`src/rtl/goertzel_frame_ctrl.sv`:
```
// goertzel_frame_ctrl
//   Sequences one goertzel_IIR engine over back-to-back N-sample frames:
//   clears the engine, paces its sample clock-enable (one pulse every DIV
//   clocks), waits for the frame result and packs it into a 128-bit
//   AXI4-Stream word tagged with frame id and drop count.
// Ports
//   i_clk, i_rst_n    clock, asynchronous active-low reset
//   i_enable          1 = run frames continuously, 0 = stop/abort
//   o_gz_clken        engine sample clock-enable
//   o_gz_rst          engine clear (active high)
//   i_gz_tdata/tvalid engine result {re[OW], im[OW]} and its valid
//   m_axis_*          packed result stream toward the PS
//   o_busy            controller not idle
//   o_drop_cnt        results lost to back-pressure (saturating)
//   o_err_cnt         frames that timed out waiting for a result (saturating)
module goertzel_frame_ctrl #(
  parameter int unsigned N       = 126,
  parameter int unsigned DIV     = 2,
  parameter int unsigned OW      = 20,
  parameter int unsigned SAW     = 16,
  parameter int unsigned CLR_CYC = 2,
  parameter int unsigned TIMEOUT = 64,
  parameter int unsigned CW      = 32
) (
  input  logic              i_clk,
  input  logic              i_rst_n,
  input  logic              i_enable,
  output logic              o_gz_clken,
  output logic              o_gz_rst,
  input  logic [2*OW-1:0]   i_gz_tdata,
  input  logic              i_gz_tvalid,
  output logic [127:0]      m_axis_tdata,
  output logic              m_axis_tvalid,
  input  logic              m_axis_tready,
  output logic              o_busy,
  output logic [CW-1:0]     o_drop_cnt,
  output logic [CW-1:0]     o_err_cnt
);

  localparam int unsigned DW  = $clog2(DIV + 1);
  localparam int unsigned SW  = $clog2(N + 1);
  localparam int unsigned TW  = $clog2(TIMEOUT + 1);
  localparam int unsigned CCW = $clog2(CLR_CYC + 1);

  typedef enum logic [1:0] {
    S_IDLE,
    S_CLEAR,
    S_RUN,
    S_WAIT
  } state_t;

  state_t          state, state_nxt;
  logic [DW-1:0]   div_cnt;
  logic [SW-1:0]   smp_cnt;
  logic [TW-1:0]   to_cnt;
  logic [CCW-1:0]  clr_cnt;
  logic [CW-1:0]   frame_id;
  logic            tick;
  logic            capture;
  logic            timeout;
  logic            pacing;
  logic [127:0]    word;

  // The sample cadence keeps running through WAIT so the engine can flush.
  assign pacing = (state == S_RUN) || (state == S_WAIT);
  assign tick   = pacing && (div_cnt == DW'(DIV - 1));

  assign word = {32'(frame_id), 32'(o_drop_cnt), 32'h0,
                 i_gz_tdata[2*OW-1 -: SAW], i_gz_tdata[OW-1 -: SAW]};

  always_comb begin
    state_nxt  = state;
    capture    = 1'b0;
    timeout    = 1'b0;
    o_gz_clken = tick;
    o_gz_rst   = (state == S_IDLE) || (state == S_CLEAR);
    o_busy     = (state != S_IDLE);
    case (state)
      S_IDLE: begin
        if (i_enable) state_nxt = S_CLEAR;
      end
      S_CLEAR: begin
        if (!i_enable)                              state_nxt = S_IDLE;
        else if (clr_cnt == CCW'(CLR_CYC - 1))      state_nxt = S_RUN;
      end
      S_RUN: begin
        if (!i_enable)                              state_nxt = S_IDLE;
        else if (tick && (smp_cnt == SW'(N - 1)))   state_nxt = S_WAIT;
      end
      S_WAIT: begin
        // Abort has priority over a result or timeout arriving this cycle.
        if (!i_enable) begin
          state_nxt = S_IDLE;
        end else if (i_gz_tvalid) begin
          capture   = 1'b1;
          state_nxt = S_CLEAR;
        end else if (to_cnt == TW'(TIMEOUT - 1)) begin
          timeout   = 1'b1;
          state_nxt = S_CLEAR;
        end
      end
      default: state_nxt = S_IDLE;
    endcase
  end

  always_ff @(posedge i_clk or negedge i_rst_n) begin
    if (!i_rst_n) begin
      state         <= S_IDLE;
      div_cnt       <= '0;
      smp_cnt       <= '0;
      to_cnt        <= '0;
      clr_cnt       <= '0;
      frame_id      <= '0;
      o_drop_cnt    <= '0;
      o_err_cnt     <= '0;
      m_axis_tdata  <= '0;
      m_axis_tvalid <= 1'b0;
    end else begin
      state <= state_nxt;

      clr_cnt <= (state == S_CLEAR && state_nxt == S_CLEAR) ? clr_cnt + 1'b1 : '0;
      to_cnt  <= (state == S_WAIT  && state_nxt == S_WAIT)  ? to_cnt + 1'b1  : '0;

      if (state_nxt != S_RUN)
        smp_cnt <= '0;
      else if (state == S_RUN && tick)
        smp_cnt <= smp_cnt + 1'b1;

      // Divider is zeroed on RUN entry but carries over from RUN into WAIT.
      if (pacing && (state_nxt == S_RUN || state_nxt == S_WAIT))
        div_cnt <= tick ? '0 : div_cnt + 1'b1;
      else
        div_cnt <= '0;

      if (capture || timeout)
        frame_id <= frame_id + 1'b1;

      if (timeout && (o_err_cnt != '1))
        o_err_cnt <= o_err_cnt + 1'b1;

      if (capture && (!m_axis_tvalid || m_axis_tready)) begin
        m_axis_tdata  <= word;
        m_axis_tvalid <= 1'b1;
      end else begin
        if (capture && (o_drop_cnt != '1))
          o_drop_cnt <= o_drop_cnt + 1'b1;
        if (m_axis_tvalid && m_axis_tready)
          m_axis_tvalid <= 1'b0;
      end
    end
  end

endmodule

```
`config.mk`:
```
export PLATFORM = sky130hd
export DESIGN_NAME = goertzel_frame_ctrl
export DESIGN_NICKNAME = d
export VERILOG_FILES = /design/src/rtl/goertzel_frame_ctrl.sv
export SDC_FILE = /design/constraint.sdc
export NUM_CORES = 1
export LEC_CHECK = 0
export CORE_AREA = 2 2 136 138
export DETAILED_ROUTE_END_ITERATION = 8
export DIE_AREA = 0 0 138 140
export PLACE_DENSITY = 0.93
export SLEW_MARGIN = 5
export SYNTH_ARGS = -nofsm -noshare
export SYNTH_HDL_FRONTEND = slang
export SYNTH_SLANG_ARGS = --single-unit
```
`constraint.sdc`:
```
create_clock -name i_clk -period 6.2 [get_ports i_clk]
set_clock_uncertainty 0.15 [all_clocks]
set_input_delay 0.93 -clock i_clk [delete_from_list [all_inputs] [get_ports i_clk]]
set_output_delay 0.93 -clock i_clk [all_outputs]
set_load 0.03 [all_outputs]
```
==> impl_results.md <==
- Status: completed
- Deepest level of the CTS H-tree: 1
- Slew headroom: 0.220
- Number of vias per cell: 5.41
- Total negative slack for setup checks: 0 ns
- Total routed wirelength: 20,300 um
- Hold Vio Cnt, Final: 0
- Count of state elements after synthesis: 213
- CTS root buf: sky130_fd_sc_hd__clkbuf_16
- Sum of overflow across all layers after global routing: 0
- Startpoint type of the worst setup path: primary input
- Power share of the sequential group: 0.460
- Xor/xnor cell area share of the yosys netlist: 0.0948
- Hold Worst Slack: 0.289 ns
- Fraction of power spent switching nets: 0.233
- Worst IR drop on VDD: 0.238 mV
- Data arrival time at the worst-slack endpoint: 3.68 ns
- Sinks on Clock Net: 213
- Worst slack after detailed placement: 2.20 ns
- Post-route core utilization: 0.689
- Count of synthesis-stage warnings from yosys: 0
- Number of design rule violations left after detail routing: 0
- Number of buffers added on ports: 200
- Final Power: 3.18 mW
- Design internal power: 2.44 mW
- Final weighted congestion of routability-driven global placement: 0.801
- Final setup violation count: 0
- Path class of the lowest-slack min-delay path: flop to flop
- Cell with the biggest individual delay on the critical path: sky130_fd_sc_hd__nor2_4
- Highest net fanout along the worst path: 57
- Cell area after synthesis: 9330 um^2
- Maximum clock frequency: 0.290 GHz
- Final worst path period share: 0.556
- Post-layout net count: 1,000
- Mux contribution to synthesized area: 0.120
- Via count: 6,459
- Area fraction in compound gates after synthesis: 0.0106
- Static leakage: 5.64 nW
- Fraction of post-synthesis cell area in the top cell type by area: 0.571
- Diode insertion count for antenna repair: 0
- Number of max-slew violations in the final report: 0
- Share of async-settable or async-resettable flops after synthesis: 1.00
- Number of search-and-repair iterations in the first detailed-routing pass: 5
- Global-route wire length before repair: 33,300 um
- Share of total power in combinational logic: 0.096
- Setup Buffers After CTS: 0
- Overall die height: 140 um
- Cts repair resizes: 0
- CTS tree: built
- Worst reg2reg setup slack: 3.28 ns
- Fillers: 1,250
- Placeable core area: 17,800 um^2
- Cell type with the largest total area after synthesis: sky130_fd_sc_hd__dfrtp_1
- Initial Util: 0.525
- Family of cells with the greatest summed delay on the critical path: simple AND/OR/NAND/NOR gates
- Number of buffers created by CTS: 23
- Unrepaired setup endpoints after global routing: false
- Sum of buffers and inverters on the critical path: 2
- Most instantiated flip-flop cell in the synthesis netlist: sky130_fd_sc_hd__dfrtp_1
- Syn-to-layout area delta: 31.4%
- Post-synthesis area per instance: 12.5 um^2
- Largest cells by area after synthesis: sky130_fd_sc_hd__dfrtp_1 57%, sky130_fd_sc_hd__mux2_2 12%, sky130_fd_sc_hd__xnor2_1 5.4%, sky130_fd_sc_hd__xor2_1 4.0%, sky130_fd_sc_hd__nand4_1 2.8%
- Wire per inst: 17.0 um
- Proportion of power drawn by the clock network: 0.444
- Share of cells above drive strength 1: 0.160
- Clock latency of the later-clocked register in the worst-skew pair: 0.50 ns
- Capturing element type of the critical path: flop
- PD cells: 260 nW/um^2
- Seq/Total Area, Yosys: 0.571
- Worst Path Class, Setup: primary input to flop
- Antenna violations before repair: 0
- Die area: 19,300 um^2
- Cell variety after synth: 46
- Required time reported for the critical path endpoint: 6.43 ns
- Series of cell instances along the critical path: clkdlybuf4s50_1, and3_1, nand2_1, nor2_4, buf_12, mux2_2
- Final antenna-violating net count: 0
- Stage delay of the slowest cell on the critical path: 0.90 ns
- Least-Margin Pin Slew: 1.17 ns
- Via count of the first global-routing pass: 6,627
- Combinational family with the most area after synthesis: simple AND/OR/NAND/NOR gates
- Tmin final: 3.45 ns
- I/O pin cnt: 241
- P_sw: 742 uW
- First DRT Iteration DRCs: 280
- Simple-gate portion of the synthesized area: 0.155
- Adder-cell share of the synthesized area: 0.00939
- Number of hold-repair buffers added at the cts stage: 0
- Maximum Capacitance Violations: 0
- Clock-pin slew of the registers on the worst-case setup and hold paths: 0.06 ns
- Post-synth EDFFs: 0
- Number of rows in the core area: 49
- Maximum buffer depth of the clock tree: 3
- Worst-case setup margin in the final layout: 2.75 ns
- Instance count of the mapped netlist: 744
- Largest net degree at the start of global routing: 131
- Die span in x: 138 um
- Overall Global Routing Usage: 0.206
- Half-perimeter wire length of the detailed placement result: 13,900 um
power by group through the flow:
stage / combinational [mW] / clock [mW] / sequential, mW
finish: 0.307 / 1.41 / 1.46
CTS: 0.311 / 1.44 / 1.46
global route: 0.325 / 1.49 / 1.47
global placement: 0.305 / 0 / 1.49
detailed placement: 0.310 / 0 / 1.49
floorplan: 0.0919 / 0 / 1.57
routing by layer:
metal | part of all wire | vias up | global-route usage
met5 | 0 | - | 0
met4 | 0.021 | 0 | 0.0467
li1 | - | 2981 | -
met2 | 0.50 | 212 | 0.358
met3 | 0.075 | 35 | 0.0602
met1 | 0.41 | 3231 | 0.256
cell type report:
| class | count | area [um^2] | share of cell area |
|---|---|---|---|
| Multi-Input combinational cell | 500 | 3770 | 0.307 |
| Clock buffer | 34 | 677 | 0.0552 |
| Inverter | 6 | 22.5 | 0.00184 |
| Clock inverter | 7 | 114 | 0.00929 |
| Tap cell | 229 | 287 | 0.0234 |
| Sequential cell | 213 | 5330 | 0.435 |
| Timing Repair Buffer | 204 | 2060 | 0.168 |
final timing paths:
| check | from | endpoint | cells past startpoint |
|---|---|---|---|
| worst max-delay path | i_enable | m_axis_tdata[0] | 6 |
| worst min-delay path | clr_cnt[0] | clr_cnt[0] | 1 |
| worst max register to register | state[1] | m_axis_tdata[0] | 5 |
| worst min register to register | clr_cnt[0] | clr_cnt[0] | 1 |
| max in group asynchronous | i_rst_n | m_axis_tdata[18] | 2 |
| min in group asynchronous | i_rst_n | m_axis_tdata[83] | 1 |
flip-flops by register name, summed over array words and instances, names as in the netlist:
signal         count
clr_cnt            2
div_cnt            2
frame_id          32
m_axis_tdata      96
m_axis_tvalid      1
o_drop_cnt        32
o_err_cnt         32
smp_cnt            7
state              2
to_cnt             7
synth_stat cells (3+ instances only):
cell / n
sky130_fd_sc_hd__clkbuf_1: 11
sky130_fd_sc_hd__nand2_1: 41
sky130_fd_sc_hd__and3_1: 20
sky130_fd_sc_hd__ha_1: 7
sky130_fd_sc_hd__mux2_2: 99
sky130_fd_sc_hd__dfrtp_1: 213
sky130_fd_sc_hd__buf_4: 32
sky130_fd_sc_hd__nor4_1: 15
sky130_fd_sc_hd__and2_1: 9
sky130_fd_sc_hd__nor2_1: 26
sky130_fd_sc_hd__a21oi_1: 3
sky130_fd_sc_hd__inv_1: 6
sky130_fd_sc_hd__nand3_1: 37
sky130_fd_sc_hd__and4_1: 13
sky130_fd_sc_hd__nor3b_1: 5
sky130_fd_sc_hd__buf_2: 12
sky130_fd_sc_hd__xor2_1: 43
sky130_fd_sc_hd__xnor2_1: 58
sky130_fd_sc_hd__nand4_1: 42
sky130_fd_sc_hd__nor3_1: 18
worst reg2reg max path, cell delays in order (launching register included):
cell	delay [ns]
sky130_fd_sc_hd__dfrtp_1	0.55
sky130_fd_sc_hd__and3_1	0.29
sky130_fd_sc_hd__nand2_1	0.11
sky130_fd_sc_hd__nor2_4	0.90
sky130_fd_sc_hd__buf_12	0.38
sky130_fd_sc_hd__mux2_2	0.43
stage by stage:
stage	std cells	instance area (um^2)
2_1_floorplan	775	9450
3_3_place_gp	1152	11500
3_5_place_dp	1152	11500
4_1_cts	1193	12300
5_1_grt	1193	12300
6_report	1193	12300
cell families after synthesis:
logic type / Yosys count
AOI/OAI and AO/OA: 12
xor gates and xnor gates: 101
adders and majority gates: 7
buffers and inverters: 62
DFF: 213
muxes: 99
other: 1
and+or+nand+nor: 249
cell usage in the layout, fill, tap and decap left out, types with 5 or more instances in the layout:
cell type / instances
sky130_fd_sc_hd__nor3b_1: 5
sky130_fd_sc_hd__nor3_1: 18
sky130_fd_sc_hd__nand2_1: 41
sky130_fd_sc_hd__ha_1: 7
sky130_fd_sc_hd__nand3_1: 37
sky130_fd_sc_hd__nor4_1: 13
sky130_fd_sc_hd__and4_1: 13
sky130_fd_sc_hd__and2_1: 9
sky130_fd_sc_hd__and3_1: 20
sky130_fd_sc_hd__xnor2_1: 58
sky130_fd_sc_hd__clkbuf_8: 7
sky130_fd_sc_hd__clkbuf_1: 5
sky130_fd_sc_hd__conb_1: 32
sky130_fd_sc_hd__clkdlybuf4s50_1: 199
sky130_fd_sc_hd__dfrtp_1: 213
sky130_fd_sc_hd__nand4_1: 42
sky130_fd_sc_hd__mux2_2: 99
sky130_fd_sc_hd__clkbuf_16: 23
sky130_fd_sc_hd__xor2_1: 43
sky130_fd_sc_hd__inv_1: 6
sky130_fd_sc_hd__nor2_1: 25
Note: power is estimated with default switching activity, not from simulation.
